`src/rtl/nic_ring_pkg.sv`:
```
// Shared definitions for the ring NIC host controller.
//   - NIC register-port addresses (input/output buffer and status)
//   - 64-bit ring packet field positions. The packet is described with bit 0
//     as the MSB, so MSB-0 bit k lives at vector index 63-k.
//   - Controller FSM state and arbitration grant enums
//   - build_packet(): assembles a packet from its fields
package nic_ring_pkg;

  localparam logic [1:0] INPUT_BUFFER  = 2'b00;
  localparam logic [1:0] INPUT_STATUS  = 2'b01;
  localparam logic [1:0] OUTPUT_BUFFER = 2'b10;
  localparam logic [1:0] OUTPUT_STATUS = 2'b11;

  localparam int PKT_W        = 64;
  localparam int PKT_VC_BIT   = 63;  // MSB-0 bit 0
  localparam int PKT_DIR_BIT  = 62;  // MSB-0 bit 1
  localparam int PKT_RSV_MSB  = 61;  // MSB-0 bits 2..7, always zero
  localparam int PKT_RSV_LSB  = 56;
  localparam int PKT_HOP_MSB  = 55;  // MSB-0 bits 8..15
  localparam int PKT_HOP_LSB  = 48;
  localparam int PKT_SRC_MSB  = 47;  // MSB-0 bits 16..31
  localparam int PKT_SRC_LSB  = 32;
  localparam int PKT_DATA_MSB = 31;  // MSB-0 bits 32..63
  localparam int PKT_DATA_LSB = 0;

  typedef enum logic [2:0] {
    IDLE    = 3'd0,
    OST_RD  = 3'd1,
    OST_CHK = 3'd2,
    OB_WR   = 3'd3,
    IST_RD  = 3'd4,
    IST_CHK = 3'd5,
    IB_RD   = 3'd6,
    IB_CAP  = 3'd7
  } nic_state_e;

  typedef enum logic {
    GRANT_TX = 1'b0,
    GRANT_RX = 1'b1
  } grant_e;

  function automatic logic [PKT_W-1:0] build_packet(
    input logic        vc,
    input logic        dir,
    input logic [7:0]  hop,
    input logic [15:0] src,
    input logic [31:0] data
  );
    logic [PKT_W-1:0] pkt;
    pkt                            = '0;
    pkt[PKT_VC_BIT]                = vc;
    pkt[PKT_DIR_BIT]               = dir;
    pkt[PKT_HOP_MSB:PKT_HOP_LSB]   = hop;
    pkt[PKT_SRC_MSB:PKT_SRC_LSB]   = src;
    pkt[PKT_DATA_MSB:PKT_DATA_LSB] = data;
    return pkt;
  endfunction

endpackage

```
`src/rtl/nic_host_ctrl_if.sv`:
```
// Bundle of the host-controller's TX request, RX stream and NIC port signals.
//   master modport : the controller (nic_host_ctrl)
//   slave modport  : the environment (request source, consumer and NIC)
// Signals:
//   tx_valid/tx_ready/tx_dst/tx_vc/tx_data : send request stream
//   tx_err                                 : drop pulse for self-addressed sends
//   rx_valid/rx_ready/rx_src/rx_data       : received packet stream
//   nic_addr/nic_d_in/nic_d_out/nic_en/nic_wr_en : NIC register port
//   dbg_state                              : controller FSM state (observation only)
//
// Handshake: a transfer happens on a rising clk edge where valid and ready are
// both 1. valid may not depend combinationally on ready; once raised, the
// producer holds valid and its payload until the transfer completes.
interface nic_host_ctrl_if;
  import nic_ring_pkg::*;

  logic        tx_valid;
  logic        tx_ready;
  logic [1:0]  tx_dst;
  logic        tx_vc;
  logic [31:0] tx_data;
  logic        tx_err;

  logic        rx_valid;
  logic        rx_ready;
  logic [15:0] rx_src;
  logic [31:0] rx_data;

  logic [1:0]  nic_addr;
  logic [63:0] nic_d_in;
  logic [63:0] nic_d_out;
  logic        nic_en;
  logic        nic_wr_en;

  nic_state_e  dbg_state;

  modport master (
    input  tx_valid, tx_dst, tx_vc, tx_data, rx_ready, nic_d_out,
    output tx_ready, tx_err, rx_valid, rx_src, rx_data,
           nic_addr, nic_d_in, nic_en, nic_wr_en, dbg_state
  );

  modport slave (
    output tx_valid, tx_dst, tx_vc, tx_data, rx_ready, nic_d_out,
    input  tx_ready, tx_err, rx_valid, rx_src, rx_data,
           nic_addr, nic_d_in, nic_en, nic_wr_en, dbg_state
  );

endinterface

```
`src/rtl/ring_route_calc.sv`:
```
// Combinational route computation for a 4-node ring.
//   src_i  : this node's position
//   dst_i  : destination node
//   dir_o  : 0 = clockwise, 1 = counter-clockwise
//   hop_o  : thermometer-coded hop count (01 = one hop, 03 = two hops)
//   self_o : destination equals source (no route)
// Going the short way round never needs more than two hops; the two-hop case
// takes dir=0 by convention of the ring.
module ring_route_calc (
  input  logic [1:0] src_i,
  input  logic [1:0] dst_i,
  output logic       dir_o,
  output logic [7:0] hop_o,
  output logic       self_o
);

  logic [1:0] rel;

  always_comb begin
    rel    = dst_i - src_i;  // 2-bit subtraction gives the mod-4 distance
    dir_o  = 1'b0;
    hop_o  = 8'h00;
    self_o = 1'b0;
    case (rel)
      2'd0: self_o = 1'b1;
      2'd1: hop_o  = 8'h01;
      2'd2: hop_o  = 8'h03;
      default: begin
        dir_o = 1'b1;
        hop_o = 8'h01;
      end
    endcase
  end

endmodule

```
`src/rtl/nic_host_ctrl.sv`:
```
// Host-side sequencer for one ring NIC's 4-register port.
//   clk, reset : clock and synchronous active-high reset
//   bus        : nic_host_ctrl_if.master (TX requests, RX stream, NIC port)
//   tx_count, rx_count : packet counters, present only when the macro
//                        NIC_HOST_CTRL_STATS_EN is defined
// A send request is captured into a one-entry TX holding register together
// with its fully built ring packet. The FSM shares the single NIC port between
// TX (poll output status, then write the output buffer) and RX (poll input
// status, then read the input buffer into the RX holding register),
// alternating when both sides want the port.
module nic_host_ctrl
  import nic_ring_pkg::*;
#(
  parameter int NODE_ID   = 0,
  parameter int RING_SIZE = 4
) (
  input logic             clk,
  input logic             reset,
  nic_host_ctrl_if.master bus
`ifdef NIC_HOST_CTRL_STATS_EN
  ,
  output logic [15:0]     tx_count,
  output logic [15:0]     rx_count
`endif
);

  localparam logic [1:0] NODE_POS = 2'(NODE_ID % RING_SIZE);

  nic_state_e  state_q, state_d;
  grant_e      last_grant_q, grant_d;
  logic        tx_pending_q, tx_pending_d;
  logic [63:0] tx_pkt_q, tx_pkt_d;
  logic        tx_err_q, tx_err_d;
  logic        rx_valid_q, rx_valid_d;
  logic [15:0] rx_src_q, rx_src_d;
  logic [31:0] rx_data_q, rx_data_d;

  logic        route_dir;
  logic [7:0]  route_hop;
  logic        route_self;
  logic        tx_accept;
  logic        tx_req, rx_req;
  logic        tx_done, rx_cap;
  logic        nic_en, nic_wr_en;
  logic [1:0]  nic_addr;
  logic [63:0] nic_d_in;

  ring_route_calc u_route (
    .src_i  (NODE_POS),
    .dst_i  (bus.tx_dst),
    .dir_o  (route_dir),
    .hop_o  (route_hop),
    .self_o (route_self)
  );

  assign tx_accept = bus.tx_valid && !tx_pending_q;
  assign tx_req    = tx_pending_q;
  // RX is only requested when the holding register is empty, so a capture
  // can never collide with a pop and no polling happens while a packet waits.
  assign rx_req    = !rx_valid_q;

  always_ff @(posedge clk) begin
    if (reset) begin
      state_q      <= IDLE;
      last_grant_q <= GRANT_RX;  // first contested grant after reset goes to TX
      tx_pending_q <= 1'b0;
      tx_pkt_q     <= '0;
      tx_err_q     <= 1'b0;
      rx_valid_q   <= 1'b0;
      rx_src_q     <= '0;
      rx_data_q    <= '0;
    end else begin
      state_q      <= state_d;
      last_grant_q <= grant_d;
      tx_pending_q <= tx_pending_d;
      tx_pkt_q     <= tx_pkt_d;
      tx_err_q     <= tx_err_d;
      rx_valid_q   <= rx_valid_d;
      rx_src_q     <= rx_src_d;
      rx_data_q    <= rx_data_d;
    end
  end

  // Next-state and NIC port outputs. A status read is issued in *_RD and its
  // data is looked at one cycle later in *_CHK / IB_CAP.
  always_comb begin
    state_d   = state_q;
    grant_d   = last_grant_q;
    nic_en    = 1'b0;
    nic_wr_en = 1'b0;
    nic_addr  = INPUT_BUFFER;
    nic_d_in  = '0;
    tx_done   = 1'b0;
    rx_cap    = 1'b0;
    case (state_q)
      IDLE: begin
        if (tx_req && (!rx_req || last_grant_q == GRANT_RX)) begin
          state_d = OST_RD;
          grant_d = GRANT_TX;
        end else if (rx_req) begin
          state_d = IST_RD;
          grant_d = GRANT_RX;
        end
      end
      OST_RD: begin
        nic_en   = 1'b1;
        nic_addr = OUTPUT_STATUS;
        state_d  = OST_CHK;
      end
      OST_CHK: begin
        // Nonzero means the NIC output buffer is still full: give up the port
        // and retry on a later grant.
        state_d = (bus.nic_d_out == '0) ? OB_WR : IDLE;
      end
      OB_WR: begin
        nic_en    = 1'b1;
        nic_wr_en = 1'b1;
        nic_addr  = OUTPUT_BUFFER;
        nic_d_in  = tx_pkt_q;
        tx_done   = 1'b1;
        state_d   = IDLE;
      end
      IST_RD: begin
        nic_en   = 1'b1;
        nic_addr = INPUT_STATUS;
        state_d  = IST_CHK;
      end
      IST_CHK: begin
        state_d = (bus.nic_d_out != '0) ? IB_RD : IDLE;
      end
      IB_RD: begin
        nic_en   = 1'b1;
        nic_addr = INPUT_BUFFER;
        state_d  = IB_CAP;
      end
      IB_CAP: begin
        rx_cap  = 1'b1;
        state_d = IDLE;
      end
      default: state_d = IDLE;
    endcase
  end

  // TX and RX holding registers.
  always_comb begin
    tx_pending_d = tx_pending_q;
    tx_pkt_d     = tx_pkt_q;
    tx_err_d     = 1'b0;
    if (tx_done) begin
      tx_pending_d = 1'b0;
    end
    // Accept only happens with the holding register empty, so it never
    // overlaps tx_done.
    if (tx_accept) begin
      if (route_self) begin
        tx_err_d = 1'b1;
      end else begin
        tx_pending_d = 1'b1;
        tx_pkt_d     = build_packet(bus.tx_vc, route_dir, route_hop,
                                    {14'd0, NODE_POS}, bus.tx_data);
      end
    end

    rx_valid_d = rx_valid_q;
    rx_src_d   = rx_src_q;
    rx_data_d  = rx_data_q;
    if (rx_cap) begin
      rx_valid_d = 1'b1;
      rx_src_d   = bus.nic_d_out[PKT_SRC_MSB:PKT_SRC_LSB];
      rx_data_d  = bus.nic_d_out[PKT_DATA_MSB:PKT_DATA_LSB];
    end else if (rx_valid_q && bus.rx_ready) begin
      rx_valid_d = 1'b0;
    end
  end

  assign bus.tx_ready  = !tx_pending_q;
  assign bus.tx_err    = tx_err_q;
  assign bus.rx_valid  = rx_valid_q;
  assign bus.rx_src    = rx_src_q;
  assign bus.rx_data   = rx_data_q;
  assign bus.nic_en    = nic_en;
  assign bus.nic_wr_en = nic_wr_en;
  assign bus.nic_addr  = nic_addr;
  assign bus.nic_d_in  = nic_d_in;
  assign bus.dbg_state = state_q;

`ifdef NIC_HOST_CTRL_STATS_EN
  logic [15:0] tx_count_q, tx_count_d;
  logic [15:0] rx_count_q, rx_count_d;

  always_comb begin
    tx_count_d = tx_count_q;
    rx_count_d = rx_count_q;
    if (tx_done) tx_count_d = tx_count_q + 16'd1;  // wraps at 16'hFFFF
    if (rx_cap)  rx_count_d = rx_count_q + 16'd1;
  end

  always_ff @(posedge clk) begin
    if (reset) begin
      tx_count_q <= '0;
      rx_count_q <= '0;
    end else begin
      tx_count_q <= tx_count_d;
      rx_count_q <= rx_count_d;
    end
  end

  assign tx_count = tx_count_q;
  assign rx_count = rx_count_q;
`endif

endmodule

```
`src/flat_wrapper.sv`:
```
// flat-port wrapper written by rule: the top's interface ports become plain ports
module nic_host_ctrl_flat import nic_ring_pkg::*;
#(
  parameter int NODE_ID   = 0,
  parameter int RING_SIZE = 4
)
  (clk, reset, bus_tx_valid, bus_tx_dst, bus_tx_vc, bus_tx_data, bus_rx_ready, bus_nic_d_out, bus_tx_ready, bus_tx_err, bus_rx_valid, bus_rx_src, bus_rx_data, bus_nic_addr, bus_nic_d_in, bus_nic_en, bus_nic_wr_en, bus_dbg_state);
  nic_host_ctrl_if bus_i ();
  input logic clk;
  input logic reset;
  input wire logic [$bits(bus_i.tx_valid)-1:0] bus_tx_valid;
  input wire logic [$bits(bus_i.tx_dst)-1:0] bus_tx_dst;
  input wire logic [$bits(bus_i.tx_vc)-1:0] bus_tx_vc;
  input wire logic [$bits(bus_i.tx_data)-1:0] bus_tx_data;
  input wire logic [$bits(bus_i.rx_ready)-1:0] bus_rx_ready;
  input wire logic [$bits(bus_i.nic_d_out)-1:0] bus_nic_d_out;
  output wire logic [$bits(bus_i.tx_ready)-1:0] bus_tx_ready;
  output wire logic [$bits(bus_i.tx_err)-1:0] bus_tx_err;
  output wire logic [$bits(bus_i.rx_valid)-1:0] bus_rx_valid;
  output wire logic [$bits(bus_i.rx_src)-1:0] bus_rx_src;
  output wire logic [$bits(bus_i.rx_data)-1:0] bus_rx_data;
  output wire logic [$bits(bus_i.nic_addr)-1:0] bus_nic_addr;
  output wire logic [$bits(bus_i.nic_d_in)-1:0] bus_nic_d_in;
  output wire logic [$bits(bus_i.nic_en)-1:0] bus_nic_en;
  output wire logic [$bits(bus_i.nic_wr_en)-1:0] bus_nic_wr_en;
  output wire logic [$bits(bus_i.dbg_state)-1:0] bus_dbg_state;
  assign bus_i.tx_valid = bus_tx_valid;
  assign bus_i.tx_dst = bus_tx_dst;
  assign bus_i.tx_vc = bus_tx_vc;
  assign bus_i.tx_data = bus_tx_data;
  assign bus_i.rx_ready = bus_rx_ready;
  assign bus_i.nic_d_out = bus_nic_d_out;
  assign bus_tx_ready = bus_i.tx_ready;
  assign bus_tx_err = bus_i.tx_err;
  assign bus_rx_valid = bus_i.rx_valid;
  assign bus_rx_src = bus_i.rx_src;
  assign bus_rx_data = bus_i.rx_data;
  assign bus_nic_addr = bus_i.nic_addr;
  assign bus_nic_d_in = bus_i.nic_d_in;
  assign bus_nic_en = bus_i.nic_en;
  assign bus_nic_wr_en = bus_i.nic_wr_en;
  assign bus_dbg_state = bus_i.dbg_state;
  nic_host_ctrl #(.NODE_ID(NODE_ID), .RING_SIZE(RING_SIZE)) u_core (.clk(clk), .reset(reset), .bus(bus_i));
endmodule
```
`config.mk`:
```
export PLATFORM = sky130hd
export DESIGN_NAME = nic_host_ctrl_flat
export DESIGN_NICKNAME = d
export VERILOG_FILES = /design/src/rtl/nic_ring_pkg.sv /design/src/rtl/nic_host_ctrl_if.sv /design/src/rtl/ring_route_calc.sv /design/src/rtl/nic_host_ctrl.sv /design/src/flat_wrapper.sv
export SDC_FILE = /design/constraint.sdc
export NUM_CORES = 1
export LEC_CHECK = 0
export BUFFER_PORTS_ARGS = -buffer_cell sky130_fd_sc_hd__buf_4
export CORE_ASPECT_RATIO = 1.1
export CORE_UTILIZATION = 38
export CTS_BUF_LIST = sky130_fd_sc_hd__clkbuf_4
export DETAILED_ROUTE_END_ITERATION = 16
export PLACE_DENSITY_LB_ADDON = 0.1
export SLEW_MARGIN = 25
export SYNTH_ARGS = -nofsm -noshare
export SYNTH_HDL_FRONTEND = slang
export SYNTH_SLANG_ARGS = --single-unit
```
`constraint.sdc`:
```
create_clock -name clk -period 3.4 [get_ports clk]
set_clock_uncertainty 0.15 [all_clocks]
set_input_delay 0.34 -clock clk [delete_from_list [all_inputs] [get_ports clk]]
set_output_delay 0.34 -clock clk [all_outputs]
set_load 0.005 [all_outputs]
```
==> report_table.html <==
<table>
<tr><th>Metric</th><th>Value</th></tr>
<tr><th colspan="2">Floorplanning</th></tr>
<tr><td>DIE WIDTH</td><td>97.2 um</td></tr>
<tr><td>Height of the chip</td><td>107 um</td></tr>
<tr><td>Number of standard-cell rows in the floorplan</td><td>37</td></tr>
<tr><td>Total I/O pin count</td><td>225</td></tr>
<tr><td>Core Footprint</td><td>9540 um^2</td></tr>
<tr><td>Starting Density</td><td>39.7%</td></tr>
<tr><td>Floorplan die area</td><td>10400 um^2</td></tr>
<tr><th colspan="2">Synthesis</th></tr>
<tr><td>Average footprint of a synthesized cell</td><td>7.69 um^2</td></tr>
<tr><td>Number of synthesized register bits</td><td>91</td></tr>
<tr><td>Library cells used by synthesis</td><td>28</td></tr>
<tr><td>Yosys warning count</td><td>0</td></tr>
<tr><td>Number of cells produced by synthesis</td><td>492</td></tr>
<tr><td>Mapped Area</td><td>3780 um^2</td></tr>
<tr><td>Sequential element share of the synthesized area</td><td>48.1%</td></tr>
<tr><th colspan="2">Timing</th></tr>
<tr><td>Final TNS setup</td><td>0 ns</td></tr>
<tr><td>Unrepaired setup endpoints after global routing</td><td>no</td></tr>
<tr><td>Tightest Pin Transition</td><td>0.969 ns</td></tr>
<tr><td>Hold Fails Final Rpt</td><td>0</td></tr>
<tr><td>Slew Limit Headroom</td><td>35.4%</td></tr>
<tr><td>Final count of pins violating max slew</td><td>0</td></tr>
<tr><td>Setup violators final</td><td>0</td></tr>
<tr><td>Fin crit period</td><td>2.34 ns</td></tr>
<tr><td>Final worst-path cycle share</td><td>68.8%</td></tr>
<tr><td>Achievable frequency</td><td>428 MHz</td></tr>
<tr><th colspan="2">Clock tree</th></tr>
<tr><td>TritonCTS sink count</td><td>91</td></tr>
<tr><td>Number of buffers created by CTS</td><td>9</td></tr>
<tr><td>CTS root buffer</td><td>sky130_fd_sc_hd__clkbuf_4</td></tr>
<tr><td>Number of buffers on the longest clock path</td><td>2</td></tr>
<tr><td>Post-CTS Setup Bufs</td><td>0</td></tr>
<tr><td>Maximum level of the CTS H-tree</td><td>3</td></tr>
<tr><td>CTS tree</td><td>built</td></tr>
<tr><td>CTS clk-pin slew, worst paths</td><td>0.14 ns</td></tr>
<tr><td>Insertion delay to the later sink of the worst-skew pair</td><td>0.43 ns</td></tr>
<tr><th colspan="2">Layout</th></tr>
<tr><td>Share of cells above drive strength 1</td><td>29.1%</td></tr>
<tr><td>Total Nets Final</td><td>854</td></tr>
<tr><td>Synth-to-layout area growth</td><td>61.8%</td></tr>
<tr><td>Final Non-Filler Cells</td><td>873</td></tr>
<tr><td>Highest-count cells in the layout ignoring fill and taps</td><td>sky130_fd_sc_hd__buf_4, sky130_fd_sc_hd__nand2_1, sky130_fd_sc_hd__dfxtp_1, sky130_fd_sc_hd__a21oi_1, sky130_fd_sc_hd__dlygate4sd3_1</td></tr>
<tr><td>Number of antenna cells inserted</td><td>0</td></tr>
<tr><td>Most common cell after layout, fill and taps aside</td><td>sky130_fd_sc_hd__buf_4</td></tr>
<tr><td>Cell area after layout</td><td>6120 um^2</td></tr>
<tr><th colspan="2">Setup path</th></tr>
<tr><td>Register-to-Register Setup Slack</td><td>1.34 ns</td></tr>
<tr><td>Startpoint-to-endpoint class of the critical path</td><td>reg -&gt; out</td></tr>
<tr><td>Max stage delay on crit path</td><td>0.59 ns</td></tr>
<tr><td>Most numerous cell on the critical path</td><td>sky130_fd_sc_hd__buf_4</td></tr>
<tr><td>Arrival time reported for the critical path endpoint</td><td>1.85 ns</td></tr>
<tr><td>Critical Path, Cell by Cell</td><td>nand2_1 &gt; nor2_1 &gt; buf_4 &gt; and2_1 &gt; buf_4</td></tr>
<tr><td>Number of buffer and inverter instances along the worst setup path</td><td>2</td></tr>
<tr><td>Critical path peak fanout</td><td>37</td></tr>
<tr><td>Critical-path cell with the highest stage delay</td><td>sky130_fd_sc_hd__dfxtp_1</td></tr>
<tr><td>Required time at the worst-slack endpoint</td><td>2.91 ns</td></tr>
<tr><td>Critical Path Start Type</td><td>register</td></tr>
<tr><td>Crit path max-delay family</td><td>flip-flops</td></tr>
<tr><td>Crit path capture type</td><td>primary output</td></tr>
<tr><th colspan="2">Global routing</th></tr>
<tr><td>Maximum number of pins on one net before global-route repair</td><td>92</td></tr>
<tr><td>Number of global-route vias before repair</td><td>3785</td></tr>
<tr><td>Initial antenna violation count</td><td>0</td></tr>
<tr><td>First-pass GRT wire length</td><td>18400 um</td></tr>
<tr><td>All-layer global routing usage</td><td>22.1%</td></tr>
<tr><td>Overall overflow remaining after global route</td><td>0</td></tr>
<tr><th colspan="2">Drt</th></tr>
<tr><td>Number of detailed-route iterations in the first pass</td><td>4</td></tr>
<tr><td>Routed wire length</td><td>11800 um</td></tr>
<tr><td>Detailed router's first-iteration violation count</td><td>144</td></tr>
<tr><td>Total via count after detailed routing</td><td>4131</td></tr>
<tr><td>Number of remaining DRC errors</td><td>0</td></tr>
<tr><td>Routed via count divided by cell count</td><td>4.73</td></tr>
<tr><td>Routed Antenna Nets</td><td>0</td></tr>
<tr><td>Avg WL per Cell</td><td>13.5 um</td></tr>
<tr><th colspan="2">Run status</th></tr>
<tr><td>Run status</td><td>complete, no violations</td></tr>
<tr><th colspan="2">Worst hold path</th></tr>
<tr><td>Min-delay worst type</td><td>in -&gt; reg</td></tr>
<tr><th colspan="2">Placed design</th></tr>
<tr><td>Global placement routability congestion</td><td>0.782</td></tr>
<tr><td>Count of buffers from port buffering</td><td>196</td></tr>
<tr><td># placed instances</td><td>775</td></tr>
<tr><td>Placed Area</td><td>5190 um^2</td></tr>
<tr><td>Estimated wirelength of the detail-placed design</td><td>7510 um</td></tr>
<tr><th colspan="2">Job</th></tr>
<tr><td>Number of maximum-capacitance constraint violations</td><td>0</td></tr>
<tr><th colspan="2">Power and ir drop</th></tr>
<tr><td>Peak supply drop</td><td>0.181 mV</td></tr>
<tr><td>PD cells</td><td>327 nW/um^2</td></tr>
<tr><td>Total power consumption of the routed design</td><td>2.00 mW</td></tr>
<tr><td>Leakage power figure</td><td>2.66 nW</td></tr>
</table>
area by class of cell:
cell class,instances,area (um^2)
clock buffer,9,67.6
clock inverter,7,43.8
fill,820,3410
inverter,2,7.51
multi-input combinational,365,1720
sequential,91,1820
tap,117,146
timing repair buffer,282,2320
worst min-delay path: cells and delay by family:
kind	cells	cell delay [ns]
AOI/OAI and AO/OA	1	0.06
buffers and inverters	1	0.12
and+or+nand+nor	1	0.07
metrics by stage:
stage,hold WS [ns],utilization (%),setup slack (ns)
2_1_floorplan,0.267,-,1.63
3_3_place_gp,0.287,54.4,1.29
3_5_place_dp,0.292,54.4,1.26
4_1_cts,0.0124,64.2,1.02
5_1_grt,0.00499,64.2,0.880
6_report,0.0359,64.2,1.06
metal layers:
metal / global-route usage [%] / wire length (um) / up-vias
li1: - / - / 2071
met3: 6.39 / 913 / 13
met4: 6.08 / 170 / 0
met1: 27.1 / 4900 / 1876
met2: 37.9 / 5770 / 171
met5: 0 / 0 / -
power by group:
| part | internal, mW | leakage [nW] | switching (mW) |
|---|---|---|---|
| Combinational | 0.202 | 1.87 | 0.142 |
| Sequential | 1.10 | 0.739 | 0.0323 |
| Clock | 0.147 | 0.0534 | 0.377 |
flip-flops by register name, indices dropped and copies added (netlist names):
signal,flops
u_core.tx_pkt_q,36
u_core.bus.rx_data,32
u_core.tx_pending_q,1
u_core.bus.dbg_state,3
u_core.bus.rx_valid,1
u_core.last_grant_q,1
u_core.bus.tx_err,1
u_core.bus.rx_src,16
cell usage after synthesis:
cell / count / share of area, %
sky130_fd_sc_hd__buf_4: 28 / 5.6
sky130_fd_sc_hd__nand3_1: 3 / 0.40
sky130_fd_sc_hd__a211o_1: 1 / 0.23
sky130_fd_sc_hd__o21a_1: 2 / 0.40
sky130_fd_sc_hd__xor2_1: 1 / 0.23
sky130_fd_sc_hd__nor3_1: 2 / 0.26
sky130_fd_sc_hd__nand4_1: 4 / 0.66
sky130_fd_sc_hd__nor4b_1: 1 / 0.23
sky130_fd_sc_hd__o211ai_1: 1 / 0.20
sky130_fd_sc_hd__nor4_4: 1 / 0.56
sky130_fd_sc_hd__and2_1: 36 / 6.0
sky130_fd_sc_hd__nor4_1: 17 / 2.8
sky130_fd_sc_hd__a211oi_1: 2 / 0.40
sky130_fd_sc_hd__dfxtp_1: 91 / 48
sky130_fd_sc_hd__nand2_1: 164 / 16
sky130_fd_sc_hd__inv_1: 2 / 0.20
sky130_fd_sc_hd__nor2b_1: 1 / 0.17
sky130_fd_sc_hd__clkbuf_1: 22 / 2.2
sky130_fd_sc_hd__nor2_1: 5 / 0.50
sky130_fd_sc_hd__o21ai_0: 3 / 0.40
sky130_fd_sc_hd__nor3_2: 1 / 0.26
sky130_fd_sc_hd__a21oi_1: 87 / 12
sky130_fd_sc_hd__and3_1: 1 / 0.17
sky130_fd_sc_hd__nor2b_2: 1 / 0.23
sky130_fd_sc_hd__conb_1: 1 / 0.099
sky130_fd_sc_hd__buf_2: 11 / 1.5
sky130_fd_sc_hd__o21ai_2: 1 / 0.23
sky130_fd_sc_hd__nand2b_1: 2 / 0.33
kinds of logic (layout without fill, tap and decap cells):
kind of cell	after synthesis	count (layout)	synth area share (%)
simple gates	239	239	28.8
compound gates	97	97	13.4
flops	91	91	48.1
buf+inv	63	300	9.39
other cells	1	28	0.0991
xor+xnor	1	1	0.231
final timing paths:
check	start	end	cells past startpoint
worst max-delay path	u_core.bus.dbg_state[1]	bus_nic_d_in[1]	5
worst min-delay path	bus_nic_d_out[40]	u_core.bus.rx_src[8]	3
worst max register to register	u_core.bus.dbg_state[2]	u_core.bus.rx_data[0]	3
worst min register to register	u_core.tx_pkt_q[11]	u_core.tx_pkt_q[11]	2
repair_timing:
action                                 CTS  global route
endpoints found under the hold margin   81             0
gates resized for setup                  0             0
hold buffers                            82             0
Power figures use the tool's default switching activity.
